File: src/rtl/pkt_proc_sched_pkg.sv
// pkt_sched_defs: unit bit indices, FSM encoding and lowest-unit helper shared by pkt_proc_sched.
package pkt_sched_defs;
  localparam int JOB_W = 4;
  localparam int UNIT_REWARD = 0;
  localparam int UNIT_QTU = 1;
  localparam int UNIT_MNI = 2;
  localparam int UNIT_KCH = 3;
  typedef enum logic [1:0] {S_IDLE = 2'd0, S_ISSUE = 2'd1, S_WAIT = 2'd2} state_e;
  function automatic logic [1:0] low_unit(input logic [JOB_W-1:0] m);
    return m[UNIT_REWARD] ? 2'(UNIT_REWARD) : m[UNIT_QTU] ? 2'(UNIT_QTU) :
           m[UNIT_MNI] ? 2'(UNIT_MNI) : 2'(UNIT_KCH);
  endfunction
endpackage

File: src/rtl/pkt_proc_sched_job_fifo.sv
// job_fifo: synchronous FIFO; push ignored when full, pop ignored when empty.
module job_fifo #(
  parameter int DEPTH = 4,
  parameter int WIDTH = 4
) (
  input  logic                   clk,
  input  logic                   rst,
  input  logic                   push_i,
  input  logic [WIDTH-1:0]       data_i,
  input  logic                   pop_i,
  output logic [WIDTH-1:0]       data_o,
  output logic                   full_o,
  output logic                   empty_o,
  output logic [$clog2(DEPTH):0] count_o
);
  localparam int AW = $clog2(DEPTH);
  logic [WIDTH-1:0] mem_q [DEPTH];
  logic [AW-1:0] wr_q, rd_q;
  logic [AW:0] cnt_q;
  logic do_push, do_pop;
  assign full_o = cnt_q == (AW+1)'(DEPTH);
  assign empty_o = cnt_q == '0;
  assign do_push = push_i && !full_o;
  assign do_pop = pop_i && !empty_o;
  assign data_o = mem_q[rd_q];
  assign count_o = cnt_q;
  always_ff @(posedge clk) begin
    if (do_push) mem_q[wr_q] <= data_i;
  end
  always_ff @(posedge clk) begin
    if (rst) begin
      wr_q <= '0;
      rd_q <= '0;
      cnt_q <= '0;
    end else begin
      wr_q <= wr_q + AW'(do_push);
      rd_q <= rd_q + AW'(do_pop);
      cnt_q <= cnt_q + (AW+1)'(do_push) - (AW+1)'(do_pop);
    end
  end
endmodule

File: src/rtl/pkt_proc_sched.sv
// pkt_proc_sched: queues per-packet unit masks and runs one unit at a time, lowest bit first.
// Optional watchdog on unit completion enabled by defining SCHED_WDOG_EN.
module pkt_proc_sched
  import pkt_sched_defs::*;
#(
  parameter int DEPTH = 4,
  parameter int WDOG_CYC = 64
) (
  input  logic                   clk,
  input  logic                   rst,
  input  logic                   req_valid,
  input  logic [JOB_W-1:0]       req_mask,
  input  logic [JOB_W-1:0]       done_i,
  output logic [JOB_W-1:0]       start_o,
  output logic                   busy,
  output logic [$clog2(DEPTH):0] q_count,
  output logic                   full,
  output logic                   drop,
  output logic                   wdog_err
);
  state_e state_q, state_d;
  logic [JOB_W-1:0] mask_q, mask_d, head;
  logic [1:0] unit_q, unit_d;
  logic pop, empty, drop_q, hit, timeout, finish;
  job_fifo #(.DEPTH(DEPTH), .WIDTH(JOB_W)) u_fifo (
    .clk     (clk),
    .rst     (rst),
    .push_i  (req_valid && |req_mask),
    .data_i  (req_mask),
    .pop_i   (pop),
    .data_o  (head),
    .full_o  (full),
    .empty_o (empty),
    .count_o (q_count)
  );
  assign hit = done_i[unit_q];
  assign finish = state_q == S_WAIT && (hit || timeout);
  assign busy = state_q != S_IDLE;
  assign drop = drop_q;
`ifdef SCHED_WDOG_EN
  localparam int WCW = $clog2(WDOG_CYC) + 1;
  logic [WCW-1:0] wcnt_q;
  logic err_q;
  // a done arriving on the limit cycle wins over the timeout
  assign timeout = !hit && wcnt_q == WCW'(WDOG_CYC - 1);
  assign wdog_err = err_q;
  always_ff @(posedge clk) begin
    wcnt_q <= (rst || state_q != S_WAIT) ? '0 : wcnt_q + 1'b1;
    err_q <= !rst && (err_q || (state_q == S_WAIT && timeout));
  end
`else
  assign timeout = 1'b0;
  assign wdog_err = 1'b0;
`endif
  always_comb begin
    state_d = state_q;
    mask_d = mask_q;
    unit_d = unit_q;
    pop = 1'b0;
    start_o = '0;
    case (state_q)
      S_IDLE: if (!empty) begin
        pop = 1'b1;
        mask_d = head;
        state_d = S_ISSUE;
      end
      S_ISSUE: begin
        unit_d = low_unit(mask_q);
        start_o = JOB_W'(1) << low_unit(mask_q);
        state_d = S_WAIT;
      end
      S_WAIT: if (finish) begin
        mask_d = mask_q & ~(JOB_W'(1) << unit_q);
        state_d = |mask_d ? S_ISSUE : S_IDLE;
      end
      default: state_d = S_IDLE;
    endcase
  end
  always_ff @(posedge clk) begin
    if (rst) begin
      state_q <= S_IDLE;
      mask_q <= '0;
      unit_q <= '0;
      drop_q <= 1'b0;
    end else begin
      state_q <= state_d;
      mask_q <= mask_d;
      unit_q <= unit_d;
      drop_q <= req_valid && |req_mask && full;
    end
  end
endmodule

File: config.mk
export PLATFORM = sky130hd
export DESIGN_NAME = pkt_proc_sched
export DESIGN_NICKNAME = d
export VERILOG_FILES = /design/src/rtl/pkt_proc_sched_pkg.sv /design/src/rtl/pkt_proc_sched_job_fifo.sv /design/src/rtl/pkt_proc_sched.sv
export SDC_FILE = /design/constraint.sdc
export NUM_CORES = 1
export LEC_CHECK = 0
export ABC_CLOCK_PERIOD_IN_PS = 2200
export CAP_MARGIN = 30
export CORE_UTILIZATION = 53
export CTS_BUF_LIST = sky130_fd_sc_hd__clkbuf_16
export DETAILED_ROUTE_END_ITERATION = 7
export HOLD_SLACK_MARGIN = 0.12
export PLACE_DENSITY = 0.78
export SETUP_SLACK_MARGIN = 0.05
export SKIP_CTS_REPAIR_TIMING = 1
export SLEW_MARGIN = 20
export SYNTH_ARGS = -nofsm -noshare
export SYNTH_HDL_FRONTEND = slang
export SYNTH_HIERARCHICAL = 1
export SYNTH_SLANG_ARGS = --single-unit
export TNS_END_PERCENT = 20
File: constraint.sdc
create_clock -name clk -period 2.2 [get_ports clk]
set_clock_uncertainty 0.05 [all_clocks]
set_input_delay 0.22 -clock clk [delete_from_list [all_inputs] [get_ports clk]]
set_output_delay 0.22 -clock clk [all_outputs]
set_load 0.005 [all_outputs]
* Word-level counts from Yosys, hierarchy flattened *
Memory sizes are Yosys's and may differ from the RTL's. A register that Yosys moved wholly into a read port is not among the register bits.
Index checks and enable logic that the tools add are counted.

storage, ports and cells
  output and inout port bits = 11
  bits in registers = 16
  bits of input ports = 11
  RAM bits = 16
  latch bits = 0
  memories kept = 1
  ROM bits = 0
  logic and storage cells = 55

operators by class
  mux-type cells = 18
  reductions and logical operators = 15
  $lt $le $gt $ge = 1
  equal/unequal tests = 5
  add/sub/neg operators = 4
  div/mod/pow operators = 0
  bitwise gates (word level) = 2
  shifts and indexed selects = 2
  multiply operators = 0

memories
  memory        depth  width  read ports  clocked after Yosys merged registers in  wr ports  line                           text
  u_fifo.mem_q  4      4      1           1                                        1         pkt_proc_sched_job_fifo.sv:17  logic [WIDTH-1:0] mem_q [DEPTH];

operator list
  operator                                                    number
  two-way mux 4 bit                                           3
  two-way mux 2 bit                                           5
  one-hot mux 4 bit (2 select lines)                          1
  OR reduction 4 bit                                          2
  << shifter 1 x 2 -> 4 bit, first input constant             2
  two-way mux 1 bit                                           7
  one-hot mux 2 bit (3 select lines)                          1
  logical AND 1 bit                                           5
  adder 2 x 1 -> 2 bit                                        2
  AND 4 bit                                                   1
  != test 2 bit, second input constant                        2
  inverter 4 bit                                              1
  nonzero test 2 bit                                          2
  adder 3 x 1 -> 3 bit                                        1
  equality test 3 bit, second input constant                  1
  logical NOT 3 bit                                           1
  less-than comparator 2 x 3 -> 1 bit, second input constant  1
  AND reduction 3 bit                                         1
  subtractor 3 x 1 -> 3 bit                                   1
  binary-select mux 1 bit (select 2 bit)                      1
  equality test 2 x 1 -> 1 bit, second input constant         1
  equality test 2 bit, second input constant                  1
  logical NOT 1 bit                                           2
  logical NOT 2 bit                                           1
  AND reduction 2 bit                                         1

* Logic depth before layout (Yosys ltp) *
Gate-level depths: netlist of the first run.

  depth in word-level cells = 7
  gate-level depth with buffers = 8
  depth with buffers taken out = 8

* Hierarchy *
The synthesis of the first run kept the hierarchy.

by module, submodules not included
  module          times used  area an instance (um^2)  cells an instance
  job_fifo        1           939.7                    56
  pkt_proc_sched  1           573.0                    69

* Worst setup path after synthesis of the first run *
OpenSTA, ideal clock, no wires.

  path kind = reg-to-reg
  start point = register u_fifo.cnt_q[1] (netlist: u_fifo/count_o[1])
  end point = register u_fifo.cnt_q[2] (netlist: u_fifo/count_o[2])
  required time = 2035 ps
  cell stages (with the launch flop) = 9
  buffers on the path = 0
  setup time = 115 ps
  arrival time = 1872 ps
  path slack = 163 ps
  cell sequence = dfxtp_1 > nor3_1 > nor3_2 > o31ai_2 > xnor2_1 > ha_1 > fa_1 > xnor2_1 > nor2_1

on the way
  cells in the longest elaborated chain, start to end = 5
  elaborated cells on any way between the ends = 10

ends and longest elaborated chain
  what                       line                           text
  from (decl)                pkt_proc_sched_job_fifo.sv:19  logic [AW:0] cnt_q;
  from (signal assigned)     pkt_proc_sched_job_fifo.sv:38  cnt_q <= cnt_q + (AW+1)'(do_push) - (AW+1)'(do_pop);
  logical NOT 3 bit          pkt_proc_sched_job_fifo.sv:22  assign empty_o = cnt_q == '0;
  via empty                  pkt_proc_sched.sv:24           logic pop, empty, drop_q, hit, timeout, finish;
  two-way mux 1 bit          pkt_proc_sched.sv:62           S_IDLE: if (!empty) begin
  two-way mux 1 bit          pkt_proc_sched.sv:61           case (state_q)
  via pop                    pkt_proc_sched.sv:24
  logical AND 1 bit          pkt_proc_sched_job_fifo.sv:24  assign do_pop = pop_i && !empty_o;
  subtractor 3 x 1 -> 3 bit  pkt_proc_sched_job_fifo.sv:38

The timed path passes the listed nets, and every way through them passes these cells.
A chain may end at the register's enable or synchronous reset.

* Final worst setup path of the first run *
  start point = input port req_mask[0]
  end point = register u_fifo.cnt_q[2] (netlist: u_fifo/count_o[2])

on the way
  cells in the longest elaborated chain, start to end = 5

ends and longest elaborated chain
  what                       line                           text
  from (decl)                pkt_proc_sched.sv:12           input logic [JOB_W-1:0] req_mask,
  OR reduction 4 bit         pkt_proc_sched.sv:28           .push_i (req_valid && |req_mask),
  logical AND 1 bit          pkt_proc_sched.sv:28
  logical AND 1 bit          pkt_proc_sched_job_fifo.sv:23  assign do_push = push_i && !full_o;
  adder 3 x 1 -> 3 bit       pkt_proc_sched_job_fifo.sv:38
  subtractor 3 x 1 -> 3 bit  pkt_proc_sched_job_fifo.sv:38

No other way between the ends.

==> out/qor.yml, run 1 <==
layout:
  layout-drive-gt1-share: 0.2250
  antenna_cells: 0
  fin_cells: 191
  fillers: 193
  fin_area_sq_mm: 0.001939
  syn2layout_area_growth_pct: 28.21
  nNetsFinal: 173
logic_synthesis:
  synth-edff-count: 16
  yosysSeqAreaShare: 0.5294
  synth_xor_area_frac: 0.03474
  synth_nets: 139
  synth_compound_area_frac: 0.09843
  synth_area_sq_mm: 0.001513
  async_reset_ff_frac: 0
  synth_warnings: 6
  ys_ff_latch: 32
  netlist_instances: 125
  yosysUniqueCellTypes: 44
  synth-simple-area-share: 0.1687
  synth_top_family_by_area: "simple AND/OR/NAND/NOR gates"
  synthAdderAreaFrac: 0.02978
  syn_area_per_cell_sq_um: 12.10
  synth_mux_area_frac: 0.09677
  synth_flop_cell: "edfxtp_1"
worst_setup_path:
  r2r_cells: 8
  r2r_end: "u_fifo/count_o[2]"
  path_cells: "clkdlybuf4s50_1 > o41a_1 > nand2b_4 > inv_2 > xnor2_1 > ha_1 > fa_1 > xnor2_1 > nor2_1"
  rr_startpoint: "u_fifo/count_o[1]"
  cp-end-kind: "flop"
  r2r_setup_slack_ns: 0.24
  critPathSlowestCell: "o41a_1"
  path_class: "in -> reg"
  critPathLaunchType: "primary input"
  setup.worst_path.end: "u_fifo/count_o[2]"
  cp.arrival_ns: 2.16
  path_max_fanout: 2
  crit_start: "req_mask[0]"
  worstPathRequired_ns: 2.32
  crit_path_frequent_cell: "xnor2_1"
  crit_path_max_incr_delay_ns: 0.46
timing:
  slew_headroom: 0.5379
  fmax_mhz: 489.3
  hold_viol_final: 0
  fin_tns_setup_ns: 0
  tightest_slew_ns: 0.6916
  setup_ws_ns: 0.1565
  drv_slew: 0
  setup_viol: 0
  final.min_clock_period_ns: 2.044
  finalCritPeriodShare: 0.9289
  rsz0062_at_grt: "false"
route:
  route.met3.wl_um: 160
  drcViolationCount: 0
  vias: 1051
  routed_wl_um: 3124
  wl_per_cell_um: 16.36
  vias_per_cell: 5.503
  wl_met1_um: 1288
  drt_iter0_markers: 29
  topRoutingLayerUsed: "met4"
  firstDrtPassIters: 4
  dr_wl_met2_um: 1637
  postRouteAntennaNets: 0
job:
  max_cap_viol_count: 0
global_route:
  antenna_found_initial: 0
  grt_overflow: 0
  grt_pass1_vias: 1152
  grt_pass1_wl_um: 5271
  grt_max_degree: 13
  grt.total_usage: 0.2302
clock_tree:
  clock_path_buffers: 2
  cts.sinks: 32
  clockRootBuffer: "clkbuf_16"
  cts_tree: "built"
  cts_made_buffers: 5
  clock_latency_ns: 0.28
  htreeDepth: 2
  clk_pin_slew_ns: 0.05
power_and_ir_drop:
  combPwrFrac: 0.376
  p_sw_mw: 0.8587
  peakVddDrop_uv: 1062
  clockPowerShare: 0.253
  p_leak_nw: 0.7185
  p_seq_frac: 0.371
  switching_share: 0.3328
  internal-power_mw: 1.721
  cellPowerDensity_mw_per_mm2: 1330
placed_design:
  pre_cts_slack_ns: -0.1525
  dp_cells: 183
  place_area_sq_mm: 0.001797
  place.gp.congestion: 0.8657
  portBuffers: 20
  dp_hpwl_um: 2232
floorplanning:
  fp.dieW_um: 55.43
  die_h_um: 55.43
  die_area_sq_mm: 0.003072
  pin_count: 22
  initial_utilization: 0.5533
  rows: 19
  core-area_sq_mm: 0.002734
min_path:
  hold_class: "reg -> reg"
status:
  status: "finished, final reports clean"
==> state kept, by name, indices dropped and copies added, names as in the netlist <==
signal and flops:
u_fifo/mem_q 16, mask_q 4, u_fifo/count_o 3, state_q 2
u_fifo/rd_q 2, u_fifo/wr_q 2, unit_q 2, drop 1
==> power by group through the flow <==
stage	clock [mW]	sequential, mW	combinational, mW
detailed placement	0	0.961	0.959
finish	0.653	0.957	0.970
CTS	0.662	0.951	0.974
global placement	0	0.952	0.921
floorplan	0	0.884	0.701
global route	0.686	0.985	1.07
==> worst max-delay path, delay by kind of cell <==
kind,cells,cell delay (ns)
fa+ha+maj,2,0.57
compound gates,1,0.46
buf+inv,2,0.47
simple gates,2,0.15
xor+xnor,2,0.27
==> layout by cell type (no fill, tap or decap), types with 4 or more instances in the layout <==
cell,synthesis,final
a21oi_1,6,6
buf_4,1,11
clkbuf_16,0,5
clkdlybuf4s50_1,0,20
dfxtp_1,16,13
edfxtp_1,16,16
inv_1,5,5
mux4_2,4,4
nand2_1,7,7
nor2_1,11,11
nor2b_1,6,6
nor3_1,4,4
o21ai_0,4,4
xnor2_1,4,4
==> routing by layer <==
metal,vias up,global-route usage
met5,-,0
met4,0,0.06429
met3,3,0.08899
met2,24,0.4165
met1,510,0.2480
li1,514,-
==> Yosys cell counts (2+ instances only) <==
cell,number,share of area
xnor2_1,4,0.023
mux4_2,4,0.060
o21ai_0,4,0.013
nand2_1,7,0.017
nor2_1,11,0.027
dfxtp_1,16,0.21
nor3_1,4,0.013
nor2b_1,6,0.025
edfxtp_1,16,0.32
a31oi_1,3,0.012
nor3b_1,3,0.015
ha_1,2,0.017
mux2i_1,3,0.020
a21oi_1,6,0.020
nand2b_1,2,0.0083
xor2_1,2,0.012
inv_1,5,0.012
==> layout make-up <==
cell class	instances	area (sq um)	share of cell area
Clock buffer	5	125.1	0.06452
Clock inverter	3	13.76	0.007097
Inverter	6	22.52	0.01161
Multi-Input combinational cell	83	651.9	0.3361
Sequential cell	32	804.5	0.4148
Tap cell	31	38.79	0.02000
Timing Repair Buffer	31	282.8	0.1458
==> how the worst min path moves through the flow <==
stage	startpoint	endpoint	slack (ns)	cells after the start
CTS	mask_q[2]	mask_q[2]	0.48	2
finish	mask_q[2]	mask_q[2]	0.48	2
global route	mask_q[2]	mask_q[2]	0.53	2
global placement	mask_q[2]	mask_q[2]	0.46	2
floorplan	rst	u_fifo/count_o[0]	0.24	1
detailed placement	mask_q[2]	mask_q[2]	0.48	2
==> cell families after synthesis <==
| logic type | count (synthesis) |
|---|---|
| and+or+nand+nor | 44 |
| DFF | 32 |
| AOI/OAI and AO/OA | 20 |
| buffers and inverters | 10 |
| muxes | 9 |
| xor gates and xnor gates | 6 |
| adders and majority gates | 3 |
| other | 1 |
==> through the flow <==
stage | hold slack (ns) | power, mW | utilization
2_1_floorplan | 0.2416 | 1.585 | -
3_3_place_gp | 0.4602 | 1.873 | 0.6572
3_5_place_dp | 0.4754 | 1.919 | 0.6572
4_1_cts | 0.4809 | 2.587 | 0.7080
5_1_grt | 0.5290 | 2.736 | 0.7094
6_report | 0.4841 | 2.580 | 0.7094
(Power assumes the default switching activity.)
==> run 2: changes to the inputs <==
Settings changed: ABC_CLOCK_PERIOD_IN_PS 2200 to 1700, CORE_UTILIZATION 53 to 48, PLACE_DENSITY 0.78 to 0.75.
Clock period 2.2 ns to 1.7 ns, I/O delays scaled along.
==> out/qor.yml, run 2 (synthesis results as in run 1) <==
status:
  status: "finished with violations"
  violations: "setup timing"
worst_setup_path:
  cp-end-kind: "flop"
  critPathSlowestCell: "fa_2"
  path_cells: "nor3_4 > nor3_4 > o31ai_4 > xnor2_2 > ha_2 > fa_2 > nor2b_1"
  worstPathRequired_ns: 1.85  # -0.47 ns
  crit_path_max_incr_delay_ns: 0.51  # +0.05 ns
  crit_path_frequent_cell: "nor3_4"
  path_class: "reg -> reg"
  cp_top_family: "adder cells"
  cp.arrival_ns: 2.01  # -0.15 ns
  critPathLaunchType: "flop"
  worst-path-buf-inv: 0  # -2
  path_max_fanout: 5  # +3
timing:
  final.min_clock_period_ns: 1.850
  drv_slew: 0  # unchanged
  setup_viol: 2  # +2
  fmax_mhz: 540.4
  fin_tns_setup_ns: -0.2927  # -0.2927 ns
  holdWs_ns: 0.1823  # -0.3018 ns
  finalCritPeriodShare: 1.089
  setup_ws_ns: -0.1505  # -0.3069 ns
  rsz0062_at_grt: "true"
  hold_viol_final: 0  # unchanged
floorplanning:
  die_h_um: 58.14  # +4.9%
  fp.dieW_um: 58.14  # +4.9%
  pin_count: 22  # unchanged
  core-area_sq_mm: 0.003028  # +11%
  initial_utilization: 0.4996  # -0.05373
  rows: 20  # +1
  die_area_sq_mm: 0.003380  # +10%
power_and_ir_drop:
  p_sw_mw: 1.248  # +45%
  internal-power_mw: 2.550  # +48%
  cellPowerDensity_mw_per_mm2: 1735  # +30%
  total_power_mw: 3.798  # +47%
  switching_share: 0.3286  # -0.004234
  p_seq_frac: 0.319  # -0.052
  p_leak_nw: 0.9580  # +33%
  combPwrFrac: 0.464  # +0.088
  clockPowerShare: 0.217  # -0.036
  peakVddDrop_uv: 1181  # +11%
clock_tree:
  cts_tree: "built"
  htreeDepth: 2  # unchanged
  cts.sinks: 32  # unchanged
  clock_path_buffers: 2  # unchanged
  clockRootBuffer: "clkbuf_16"
  clk_pin_slew_ns: 0.05  # about the same
  cts_made_buffers: 5  # unchanged
  clock_latency_ns: 0.27  # about the same
route:
  postRouteAntennaNets: 0  # unchanged
  firstDrtPassIters: 6  # +2
  drt_iter0_markers: 40  # +38%
  vias: 1128  # +7.3%
  drcViolationCount: 0  # unchanged
  vias_per_cell: 5.198  # -5.5%
  wl_per_cell_um: 14.36  # -12%
  routed_wl_um: 3116  # -0.26%
layout:
  nNetsFinal: 186  # +7.5%
  seq_area_sq_um: 813.3  # +1.1%
  layout-drive-gt1-share: 0.3584  # +0.1334
  fin_area_sq_mm: 0.002190  # +13%
  multi_input_area_sq_um: 744.5  # +14%
  fin_cells: 217  # +14%
  antenna_cells: 0  # unchanged
  final_cell_mix: "22 x buf_4, 16 x edfxtp_1, 12 x dfxtp_1"
  final_common_cell: "buf_4"
  largest_reg_flops: 16  # unchanged
  fillers: 215  # +11%
  syn2layout_area_growth_pct: 44.75
  regMostFlops: "u_fifo/mem_q"
min_path:
  hold_class: "in -> reg"
placed_design:
  place.gp.congestion: 0.9199  # +6.3%
  portBuffers: 20  # unchanged
  dp_cells: 207  # +13%
  place_area_sq_mm: 0.001927  # +7.2%
  dp_hpwl_um: 2252  # +0.88%
global_route:
  antenna_found_initial: 0  # unchanged
  grt_pass1_vias: 1045  # -9.3%
  grt.total_usage: 0.2022  # -0.02799
  grt_pass1_wl_um: 4871  # -7.6%
  grt_max_degree: 11  # -2
  grt_overflow: 0  # unchanged
job:
  max_cap_viol_count: 0  # unchanged
[run 2: path summary, 6_finish.rpt]
path / startpoint / endpoint / slack, ns / cells after the start
worst max register to register: u_fifo/count_o[0] / u_fifo/count_o[1] / -0.15 / 7
worst min-delay path: req_mask[1] / u_fifo/mem_q[0][1] / 0.18 / 2
worst max-delay path: u_fifo/count_o[0] / u_fifo/count_o[1] / -0.15 / 7
worst min register to register: mask_q[1] / mask_q[1] / 0.49 / 2
[run 2: power by group through the flow]
stage,clock [mW],combinational (mW),sequential [mW]
after detailed placement,0,1.53,1.20
after CTS,0.844,1.54,1.18
final,0.823,1.76,1.21
after global routing,0.880,1.91,1.24
after global placement,0,1.49,1.19
after floorplan,0,0.950,1.18
[run 2: layer usage]
layer | GRT usage | share of wire
met1 | 0.2299 | 0.41
met5 | 0 | 0
met4 | 0.08163 | 0.024
met3 | 0.08036 | 0.051
met2 | 0.3399 | 0.52
[run 2: stage by stage]
| step | utilization | setup slack [ns] |
|---|---|---|
| after global routing | 0.7231 | -0.2350 |
| after global placement | 0.6364 | -0.5494 |
| final | 0.7231 | -0.1505 |
| after CTS | 0.6822 | -0.3493 |
| after detailed placement | 0.6364 | -0.5804 |
| after floorplan | - | -0.1854 |
[run 2: final cells by class]
| type | count | share of cell area |
|---|---|---|
| Clock buffer | 5 | 0.05714 |
| Clock inverter | 3 | 0.006286 |
| Inverter | 6 | 0.01143 |
| Multi-Input combinational cell | 83 | 0.3400 |
| Sequential cell | 32 | 0.3714 |
| Tap cell | 44 | 0.02514 |
| Timing Repair Buffer | 44 | 0.1886 |
[run 2: worst register-to-register path: stages (launching register included)]
cell	delay (ns)
dfxtp_4	0.41
nor3_4	0.07
nor3_4	0.18
o31ai_4	0.13
xnor2_2	0.15
ha_2	0.18
fa_2	0.51
nor2b_1	0.11
==> run 3: changes to the inputs <==
Settings changed: CORE_MARGIN set to 2, PLACE_DENSITY 0.75 to 0.86.
==> out/qor.yml, run 3 (synthesis results as in run 1) <==
timing:
  fmax_mhz: 528.9  # -2.1%
  final.min_clock_period_ns: 1.891  # +0.04033 ns
  finalCritPeriodShare: 1.112  # +0.02372
  setup_ws_ns: -0.1908  # -0.04033 ns
  drv_slew: 0  # unchanged
  setup_viol: 2  # unchanged
  holdWs_ns: 0.1818  # -0.0005320 ns
  hold_viol_final: 0  # unchanged
  rsz0062_at_grt: "true"
layout:
  largest_reg_flops: 16  # unchanged
  final_common_cell: "buf_4"
  layout-drive-gt1-share: 0.3486  # -0.009810
  final_cell_mix: "26 x buf_4, 16 x edfxtp_1, 11 x nor2_1, 11 x dfxtp_1"
  antenna_cells: 0  # unchanged
  nNetsFinal: 188  # +1.1%
  syn2layout_area_growth_pct: 45.24
  regMostFlops: "u_fifo/mem_q"
placed_design:
  portBuffers: 20  # unchanged
  dp_hpwl_um: 2423  # +7.6%
  pre_cts_slack_ns: -0.6165  # -0.03603 ns
  place.gp.congestion: 0.8971  # -2.5%
route:
  firstDrtPassIters: 4  # -2
  drcViolationCount: 0  # unchanged
  postRouteAntennaNets: 0  # unchanged
  drt_iter0_markers: 45  # +13%
  routed_wl_um: 3496  # +12%
  vias_per_cell: 5.260  # +1.2%
  wl_per_cell_um: 15.96  # +11%
  vias: 1152  # +2.1%
clock_tree:
  htreeDepth: 2  # unchanged
  clock_latency_ns: 0.28  # about the same
  cts_made_buffers: 5  # unchanged
  clk_pin_slew_ns: 0.05  # about the same
  clockRootBuffer: "clkbuf_16"
  cts_tree: "built"
  clock_path_buffers: 2  # unchanged
  cts.sinks: 32  # unchanged
global_route:
  grt_overflow: 0  # unchanged
  grt_max_degree: 12  # +1
  antenna_found_initial: 0  # unchanged
  grt_pass1_vias: 1159  # +11%
  grt_pass1_wl_um: 5313  # +9.1%
  grt.total_usage: 0.2084  # +0.006178
worst_setup_path:
  path_class: "reg -> reg"
  critPathLaunchType: "flop"
  r2r_setup_slack_ns: -0.19  # -0.04 ns
  worstPathRequired_ns: 1.80  # -0.05 ns
  path_cells: "nor3b_4 > nand2b_4 > inv_2 > xnor2_2 > ha_2 > fa_2 > xnor2_2 > nor2_1"
  cp_top_family: "adder cells"
  path_max_fanout: 5  # unchanged
  critPathSlowestCell: "dfxtp_4"
  cp.arrival_ns: 1.99  # -0.02 ns
  crit_path_frequent_cell: "xnor2_2"
  worst-path-buf-inv: 1  # +1
  cp-end-kind: "flop"
  crit_path_max_incr_delay_ns: 0.38  # -0.13 ns
floorplanning:
  pin_count: 22  # unchanged
  die_area_sq_mm: 0.003616  # +7.0%
  fp.dieW_um: 60.14  # +3.4%
  initial_utilization: 0.4996  # unchanged
  rows: 20  # unchanged
  die_h_um: 60.14  # +3.4%
  core-area_sq_mm: 0.003028  # unchanged
status:
  violations: "setup timing"
  status: "finished with violations"
job:
  max_cap_viol_count: 0  # unchanged
power_and_ir_drop:
  cellPowerDensity_mw_per_mm2: 1791  # +3.3%
  peakVddDrop_uv: 1322  # +12%
  p_leak_nw: 0.9603  # +0.24%
min_path:
  hold_class: "in -> reg"
-- run 3: path summary, 6_finish.rpt --
check                                       start            endpoint  cells past startpoint
worst max register to register  u_fifo/count_o[1]   u_fifo/count_o[2]                      8
worst min-delay path                  req_mask[0]  u_fifo/mem_q[1][0]                      2
worst max-delay path            u_fifo/count_o[1]   u_fifo/count_o[2]                      8
worst min register to register          mask_q[0]           mask_q[0]                      2
-- run 3: worst reg2reg max path, cell delays in order, from the launching register on --
cell and delay (ns):
dfxtp_4 0.38, nor3b_4 0.22, nand2b_4 0.16, inv_2 0.05, xnor2_2 0.12, ha_2 0.19
fa_2 0.37, xnor2_2 0.16, nor2_1 0.06
-- run 3: final cells by class --
type / instances / area [sq um]
fillers: 191 / 830.8
flip-flops and latches: 32 / 814.5
multi-input cells: 83 / 716.9
repair buffers: 46 / 420.4
clock buffers: 5 / 125.1
well taps: 44 / 55.05
clock inverters: 3 / 42.54
inverters: 6 / 22.52
-- run 3: stage by stage --
step / utilization / power, mW / cell area, sq um / TNS (ns) / cells
after floorplan: - / 2.130 / 1544 / -0.3140 / 125
after detailed placement: 0.6438 / 2.796 / 1949 / -5.234 / 210
after global placement: 0.6438 / 2.738 / 1949 / -3.986 / 210
after global routing: 0.7256 / 4.140 / 2197 / -0.5034 / 219
after CTS: 0.6992 / 3.835 / 2117 / -1.775 / 218
final: 0.7256 / 3.936 / 2197 / -0.3638 / 219
-- run 3: routing by layer --
metal	track usage	vias up	wire [um]
met5	0	-	0
met4	0.07619	0	62
met3	0.05411	7	127
met2	0.3789	37	1874
met1	0.2311	564	1431
li1	-	544	-
-- run 3: where the power goes --
group / internal, mW / leakage [nW] / switching [mW]
clock: 0.687 / 0.0798 / 0.320
sequential: 1.01 / 0.280 / 0.225
combinational: 0.965 / 0.600 / 0.729
total: 2.66 / 0.960 / 1.27
